## config.mk

```make
export PLATFORM = sky130hd
export DESIGN_NAME = pipeline_hazard_ctrl
export DESIGN_NICKNAME = d
export VERILOG_FILES = /design/src/rtl/pipeline_pkg.sv /design/src/rtl/hazard_detect.sv /design/src/rtl/pipeline_hazard_ctrl.sv
export SDC_FILE = /design/constraint.sdc
export NUM_CORES = 1
export LEC_CHECK = 0
export BUFFER_PORTS_ARGS = -buffer_cell sky130_fd_sc_hd__buf_2
export CAP_MARGIN = 0
export CORE_ASPECT_RATIO = 0.5
export CORE_UTILIZATION = 40
export CTS_BUF_LIST = sky130_fd_sc_hd__clkbuf_8
export CTS_CLUSTER_DIAMETER = 80
export DETAILED_ROUTE_END_ITERATION = 10
export PLACE_DENSITY_LB_ADDON = 0.1
export SKIP_LAST_GASP = 1
export SYNTH_ARGS = -nofsm -noshare
export SYNTH_HDL_FRONTEND = slang
export SYNTH_SLANG_ARGS = --single-unit
```

## constraint.sdc

```tcl
create_clock -name clk -period 1.9 [get_ports clk]
set_input_delay 0.095 -clock clk [delete_from_list [all_inputs] [get_ports clk]]
set_output_delay 0.095 -clock clk [all_outputs]
set_load 0.05 [all_outputs]
```

## src/rtl/pipeline_pkg.sv

```systemverilog
// Shared types and defaults for the five-stage pipeline hazard/stall controller.
package pipeline_pkg;

    localparam int unsigned MEM_TIMEOUT_DEF = 16;
    localparam int unsigned CNT_W_DEF       = 32;
    localparam int unsigned REG_IDX_W       = 5;

    typedef logic [REG_IDX_W-1:0] reg_idx_t;

    typedef enum logic [1:0] {
        ST_RUN      = 2'd0,
        ST_MEM_WAIT = 2'd1,
        ST_HALT     = 2'd2
    } state_t;

    // Per-cycle pipeline register controls
    typedef struct packed {
        logic pc_write;
        logic ifid_write;
        logic idex_write;
        logic exmem_write;
        logic pc_src;
        logic ifid_flush;
        logic idex_flush;
        logic memwb_flush;
    } ctrl_t;

    localparam ctrl_t CTRL_IDLE      = ctrl_t'(8'h00);
    localparam ctrl_t CTRL_MEM_STALL = ctrl_t'(8'h01);

    // Decode used whenever data memory is not holding the pipeline
    function automatic ctrl_t decode_run(input logic branch_taken, input logic load_use);
        ctrl_t c;
        c = CTRL_IDLE;
        if (branch_taken) begin
            c.pc_write    = 1'b1;
            c.ifid_write  = 1'b1;
            c.idex_write  = 1'b1;
            c.exmem_write = 1'b1;
            c.pc_src      = 1'b1;
            c.ifid_flush  = 1'b1;
            c.idex_flush  = 1'b1;
        end else if (load_use) begin
            // PC and IF/ID hold; ID/EX captures a bubble; older stages drain
            c.idex_write  = 1'b1;
            c.exmem_write = 1'b1;
            c.idex_flush  = 1'b1;
        end else begin
            c.pc_write    = 1'b1;
            c.ifid_write  = 1'b1;
            c.idex_write  = 1'b1;
            c.exmem_write = 1'b1;
        end
        return c;
    endfunction

endpackage

```

## src/rtl/hazard_detect.sv

```systemverilog
// Load-use hazard detection between the instruction in ID and a load in EX.
module hazard_detect
    import pipeline_pkg::*;
(
    input  logic [REG_IDX_W-1:0] id_rs1,
    input  logic [REG_IDX_W-1:0] id_rs2,
    input  logic                 id_uses_rs1,
    input  logic                 id_uses_rs2,
    input  logic [REG_IDX_W-1:0] ex_rd,
    input  logic                 ex_mem_read,
    output logic                 load_use
);

    logic rs1_hit;
    logic rs2_hit;

    assign rs1_hit  = id_uses_rs1 && (id_rs1 == ex_rd);
    assign rs2_hit  = id_uses_rs2 && (id_rs2 == ex_rd);
    // x0 is hardwired, so a load targeting it never creates a dependency
    assign load_use = ex_mem_read && (ex_rd != '0) && (rs1_hit || rs2_hit);

endmodule

```

## src/rtl/pipeline_hazard_ctrl.sv

```systemverilog
// Pipeline hazard/stall controller: load-use, branch flush, memory wait states,
// memory watchdog and saturating stall/flush performance counters.
module pipeline_hazard_ctrl
    import pipeline_pkg::*;
#(
    parameter int unsigned MEM_TIMEOUT = MEM_TIMEOUT_DEF,
    parameter int unsigned CNT_W       = CNT_W_DEF
) (
    input  logic                 clk,
    input  logic                 reset,
    input  logic [REG_IDX_W-1:0] id_rs1,
    input  logic [REG_IDX_W-1:0] id_rs2,
    input  logic                 id_uses_rs1,
    input  logic                 id_uses_rs2,
    input  logic [REG_IDX_W-1:0] ex_rd,
    input  logic                 ex_MemRead,
    input  logic                 branch_taken,
    input  logic                 mem_req,
    input  logic                 mem_ready,
    output logic                 pc_write,
    output logic                 ifid_write,
    output logic                 idex_write,
    output logic                 exmem_write,
    output logic                 pc_src,
    output logic                 ifid_flush,
    output logic                 idex_flush,
    output logic                 memwb_flush,
    output logic                 halted,
    output logic [CNT_W-1:0]     stall_cnt,
    output logic [CNT_W-1:0]     flush_cnt
);

    localparam int unsigned     WAIT_W    = $clog2(MEM_TIMEOUT + 1);
    localparam logic [WAIT_W-1:0] WAIT_LAST = WAIT_W'(MEM_TIMEOUT - 1);
    localparam logic [CNT_W-1:0]  CNT_MAX   = {CNT_W{1'b1}};

    state_t            state;
    state_t            state_nxt;
    logic [WAIT_W-1:0] wait_cnt;
    logic [WAIT_W-1:0] wait_nxt;
    ctrl_t             ctrl;
    logic              load_use;
    logic              mem_stall;

    hazard_detect u_hazard_detect (
        .id_rs1      (id_rs1),
        .id_rs2      (id_rs2),
        .id_uses_rs1 (id_uses_rs1),
        .id_uses_rs2 (id_uses_rs2),
        .ex_rd       (ex_rd),
        .ex_mem_read (ex_MemRead),
        .load_use    (load_use)
    );

    assign mem_stall = mem_req && !mem_ready;

    always_ff @(posedge clk or posedge reset) begin
        if (reset) begin
            state    <= ST_RUN;
            wait_cnt <= '0;
        end else begin
            state    <= state_nxt;
            wait_cnt <= wait_nxt;
        end
    end

    // Next state and per-cycle controls; everything is quiet while reset is held
    always_comb begin
        ctrl      = CTRL_IDLE;
        state_nxt = state;
        wait_nxt  = wait_cnt;
        if (!reset) begin
            case (state)
                ST_RUN: begin
                    if (mem_stall) begin
                        ctrl      = CTRL_MEM_STALL;
                        state_nxt = ST_MEM_WAIT;
                        wait_nxt  = WAIT_W'(1);
                    end else begin
                        ctrl = decode_run(branch_taken, load_use);
                    end
                end
                ST_MEM_WAIT: begin
                    if (mem_ready) begin
                        ctrl      = decode_run(branch_taken, load_use);
                        state_nxt = ST_RUN;
                        wait_nxt  = '0;
                    end else begin
                        // EX is frozen, so its branch/load-use terms are re-presented later
                        ctrl = CTRL_MEM_STALL;
                        if (wait_cnt == WAIT_LAST) begin
                            state_nxt = ST_HALT;
                        end else begin
                            wait_nxt = wait_cnt + WAIT_W'(1);
                        end
                    end
                end
                ST_HALT: begin
                    ctrl = CTRL_IDLE;
                end
                default: begin
                    state_nxt = ST_RUN;
                    wait_nxt  = '0;
                end
            endcase
        end
    end

    assign pc_write    = ctrl.pc_write;
    assign ifid_write  = ctrl.ifid_write;
    assign idex_write  = ctrl.idex_write;
    assign exmem_write = ctrl.exmem_write;
    assign pc_src      = ctrl.pc_src;
    assign ifid_flush  = ctrl.ifid_flush;
    assign idex_flush  = ctrl.idex_flush;
    assign memwb_flush = ctrl.memwb_flush;
    assign halted      = (state == ST_HALT);

    // Saturating performance counters; halted cycles are not counted as stalls
    always_ff @(posedge clk or posedge reset) begin
        if (reset) begin
            stall_cnt <= '0;
            flush_cnt <= '0;
        end else begin
            if (!ctrl.pc_write && (state != ST_HALT) && (stall_cnt != CNT_MAX)) begin
                stall_cnt <= stall_cnt + CNT_W'(1);
            end
            if (ctrl.pc_src && (flush_cnt != CNT_MAX)) begin
                flush_cnt <= flush_cnt + CNT_W'(1);
            end
        end
    end

endmodule

```

== Yosys cells after proc, flatten, opt, wreduce, memory -nomap -nowiden ==
Cells that the tools add are included.

* Bits in registers: 71
* Output and inout port bits: 73

* Mux-type cells: 17
* Bitwise operators: 2
* Reduce and logical (&&, ||, !) cells: 15
* Equality and inequality tests: 11
* Add/sub/neg operators: 3

{| class="wikitable"
|+ Operator list
! operator !! count
|-
| $add 32x1->32 const B || 2
|-
| $ne 32x32->1 const B || 2
|-
| $mux 8 || 3
|-
| $pmux 8 s2 || 1
|-
| $mux 5 || 3
|-
| $pmux 5 s3 || 1
|-
| $eq 5x5->1 || 2
|-
| $mux 2 || 5
|-
| $logic_and 1x1->1 || 8
|-
| $reduce_and 4->1 || 2
|-
| $ne 3x3->1 const B || 2
|-
| $pmux 2 s3 || 1
|-
| $add 5x1->5 const B || 1
|-
| $eq 5x4->1 const B || 1
|-
| $reduce_bool 5->1 || 1
|-
| $mux 4 || 1
|-
| $ne 2x2->1 const B || 2
|-
| $eq 2x1->1 const B || 1
|-
| $eq 2x2->1 const B || 1
|-
| $logic_not 1->1 || 2
|-
| $logic_not 2->1 || 1
|-
| $mux 1 || 2
|-
| $not 1->1 || 2
|-
| $logic_or 1x1->1 || 1
|}

== Logic depth before layout (Yosys ltp) ==
* Word-level depth: 12
* Mapped depth: 9

== Hierarchy ==
A second synthesis with hierarchy kept.

* Cells, all modules: 377
* Area total of the unflattened synthesis: 3,824.9 µm²

{| class="wikitable"
|+ By module, submodules not included
! module !! cells an instance !! instances !! area an instance (µm²)
|-
| pipeline_hazard_ctrl || 360 || 1 || 3,691.0
|-
| hazard_detect || 17 || 1 || 133.9
|}

== Worst setup path after synthesis ==
OpenSTA, ideal clock, no wires.

* Path kind: reg2reg
* From: reg state[0]
* To: reg flush_cnt[27]
* Cell stages (with the launch flop): 10
* Data arrival time: 2.545 ns
* Library setup time: 0.142 ns
* Path slack: -0.787 ns
* Path buffers: 3
* Cell sequence: dfrtp_1 > buf_2 > nor2_1 > o21a_1 > and2_1 > clkbuf_1 > and4b_1 > buf_6 > nand3_1 > xnor2_1

* Longest elaborated chain between the ends: 4
* Elaborated cells on any way between the ends: 5

{| class="wikitable"
|+ RTL lines
! item !! line !! RTL
|-
| from (decl) || pipeline_hazard_ctrl.sv:37 || <nowiki>state_t state;</nowiki>
|-
| from (signal assigned) || pipeline_hazard_ctrl.sv:62 || <nowiki>state <= state_nxt;</nowiki>
|-
| $eq 2x1->1 or $logic_not 2->1 (tied branches) || pipeline_hazard_ctrl.sv:73 || <nowiki>case (state)</nowiki>
|-
| $pmux 8 s2 * || pipeline_hazard_ctrl.sv:73 ||
|-
| $mux 8 * || pipeline_hazard_ctrl.sv:72 || <nowiki>if (!reset) begin</nowiki>
|-
| $logic_and 1x1->1 * || pipeline_hazard_ctrl.sv:128 || <nowiki>if (ctrl.pc_src && (flush_cnt != CNT_MAX)) begin</nowiki>
|-
| to (signal assigned) || pipeline_hazard_ctrl.sv:129 || <nowiki>flush_cnt <= flush_cnt + CNT_W'(1);</nowiki>
|-
| to (decl) || pipeline_hazard_ctrl.sv:30 || <nowiki>output logic [CNT_W-1:0] flush_cnt</nowiki>
|}

Mark *: on every way between the ends. The rest lies on a longest branch, timed or not.
A chain may end at the register's enable or synchronous reset.

== Final worst setup path ==
* From: reg flush_cnt[8]
* To: reg flush_cnt[22]

* Longest elaborated chain between the ends: 2
* Elaborated cells on any way between the ends: 3

{| class="wikitable"
|+ RTL lines
! item
|-
| parallel branches: the longest is 2 deep, another holds $add 32x1->32
|}

Several ways; the timed one is not identified.

==> results.yml <==
status:
  status: "complete, but fails checks"
  violations: "setup timing"
cts:
  clock-root-buffer: "clkbuf_8"
  cts_htree_levels: 3
  clock-sinks: 71
  cts_tree: "built"
  clockBufferDepth: 2
  cts_made_buffers: 9
  path_clk_slew_ns: 0.07
  clock_latency_ns: 0.36
drt:
  drtIter0Drc: 94
  drt-met1-wl_um: 4370
  wl_met2_um: 5190
  vias: 3395
  dr.max_layer_used: "met4"
  antenna_left: 0
  wl_um: 10000
  drt-wirelength-per-cell_um: 14.8
  drc: 0
  route.met3.wl_um: 358
  drt-pass1-iter-count: 4
  viasPerCell: 5.01
sta:
  max_slew_margin_pct: 67.2
  post-route-period-util_pct: 106
  fmax_mhz: 495
  hold_slack_ns: 0.176
  fin_crit_ns: 2.02
  finalSetupViolations: 30
  hold_violations: 0
  rsz0062_at_grt: "true"
  fin_ws_ns: -0.122
  slew_violations: 0
  skew_ns: 0.0115
  worst_pin_slew_ns: 0.493
  setup-tns-final_ns: -1.91
place:
  portBuffers: 95
  dpl.hpwl_um: 7230
  place.gp.congestion: 0.863
power:
  power.leakage_nw: 2.79
  peakVddDrop_uv: 970
  power_density_mw_per_mm2: 849
  power_mw: 4.92
finish:
  nNetsFinal: 582
  antenna-diode-count: 0
  post-route-util_pct: 65.7
  syn2layout_area_growth_pct: 57.1
  drive_above_1_share_pct: 59.6
floorplan:
  die_h_um: 70.0
  die_area_mm2: 0.00965
  core-area_mm2: 0.00883
  dieWidth_um: 138
  io_pins: 96
  initial_utilization_pct: 41.8
  fp-row-count: 24
logic_synthesis:
  synthesis.nets: 385
  async_flop_share_pct: 100
  synth-main-ff-cell: "dfrtp_1"
  synth_edf_count: 0
  ys_seq_area_share_pct: 48.1
  syn_area_per_cell_um2: 10.3
  ys_seq_elements: 71
  synth.distinct_cells: 44
  yosys_warnings: 0
  syn_inst: 358
  synthesis.area_mm2: 0.00369
grt:
  grt_max_degree: 38
  antenna_found_initial: 0
  grt_pass1_vias: 3542
  gr-total-overflow: 0
  grt_pass1_wl_um: 16200
  grt_use_total_pct: 21.8
critical_path:
  worstPathArrival_ns: 2.26
  worstPathRequired_ns: 2.14
  start_kind: "flop"
  critical_path_class: "flop to flop"
  reg2reg_slack_ns: -0.12
  path_max_fanout: 5
  critPathCaptureType: "flop"
min_path:
  min_path_type: "input pin to flop"
job:
  cap_viol_max_count: 0
## power by group
part | total, mW | switching (mW) | leakage, nW | internal [mW]
clock network | 1.09 | 0.562 | 0.104 | 0.525
logic | 1.94 | 1.26 | 1.83 | 0.676
registers | 1.90 | 0.171 | 0.857 | 1.73
## path summary, 6_finish.rpt
kind                                    from             to  cells past startpoint
max in group asynchronous              reset   stall_cnt[0]                      4
worst min register to register  flush_cnt[7]   flush_cnt[7]                      1
worst min-delay path               mem_ready       state[0]                      4
min in group asynchronous              reset       state[0]                      4
worst max-delay path            flush_cnt[8]  flush_cnt[22]                      6
worst max register to register  flush_cnt[8]  flush_cnt[22]                      6
## cell type report
cell class                 instances  area (um2)
sequential                        71        1840
tap                              117         146
clock inverter                     5        20.0
fill                             676        3030
inverter                           9        37.5
clock buffer                      11         151
timing repair buffer             196        1320
multi-input combinational        268        2300
## Yosys cell counts, types with 4 or more instances
cell type	instances	area share, %
o21ai_0	6	0.81
nor4_1	9	1.5
buf_2	4	0.54
nand4b_1	4	0.95
xor2_1	37	8.8
ha_1	4	1.4
dfrtp_1	71	48
inv_1	9	0.91
nor2_1	27	2.7
xnor2_1	37	8.8
nor3_1	18	2.4
nand2_1	29	2.9
nand4_1	13	2.2
nand3_1	24	3.3
and3_1	13	2.2
## cells by family after synthesis
| logic type | share of synthesized area (%) |
|---|---|
| flip-flops | 48.1 |
| AO/OA/AOI/OAI | 3.39 |
| buffers and inverters | 2.88 |
| multiplexers | 0.305 |
| XOR/XNOR | 17.5 |
| AND/OR/NAND/NOR | 26.4 |
| adder cells (fa/ha/maj) | 1.36 |
## layout by cell type, fill, tap and decap left out, drive strengths merged, types with 3 or more instances in the layout
master / count
or3: 4
or4: 3
nand4b: 4
a21oi: 3
nor3: 18
buf: 194
nor4b: 3
o21ai: 6
nor2: 27
clkbuf: 11
ha: 4
nor4: 10
nand2: 30
nand4: 14
xnor2: 37
and3: 13
and4: 3
nand3b: 3
and2: 4
inv: 12
xor2: 37
dfrtp: 71
o21a: 3
nand3: 27
## sequential cells by signal, summed over array words and instances (netlist names)
register   flops
wait_cnt       5
stall_cnt     32
flush_cnt     32
state          2
## per-layer routing
layer	GRT usage (%)	vias to the layer above
li1	-	1646
met1	26.0	1673
met2	37.9	64
met3	6.83	12
met4	5.80	0
met5	0	-
## worst max-delay path, stage by stage, from the launching register on
cell and delay (ns):
dfrtp_2 0.36, and4_4 0.24, nand4_1 0.20, or4b_4 0.57
and2_4 0.21, and3_4 0.18, xor2_1 0.14
## what timing repair did
action                                  CTS  global route
endpoints found under the setup margin   43            62
resized for setup                        23            44
hold buffers                              2             0
pin swaps                                12            21
hold endpoints to repair                 72             0
buffers inserted                          4             3
gates cloned                              1             0
## stage by stage
step | instances | setup WS, ns | cell area, um2
2_1_floorplan | 358 | -0.261 | 3930
3_3_place_gp | 651 | -0.0549 | 5210
3_5_place_dp | 651 | -0.0824 | 5210
4_1_cts | 674 | -0.0623 | 5550
5_1_grt | 677 | -0.157 | 5800
6_report | 677 | -0.122 | 5800
Power figures use the tool's default switching activity.
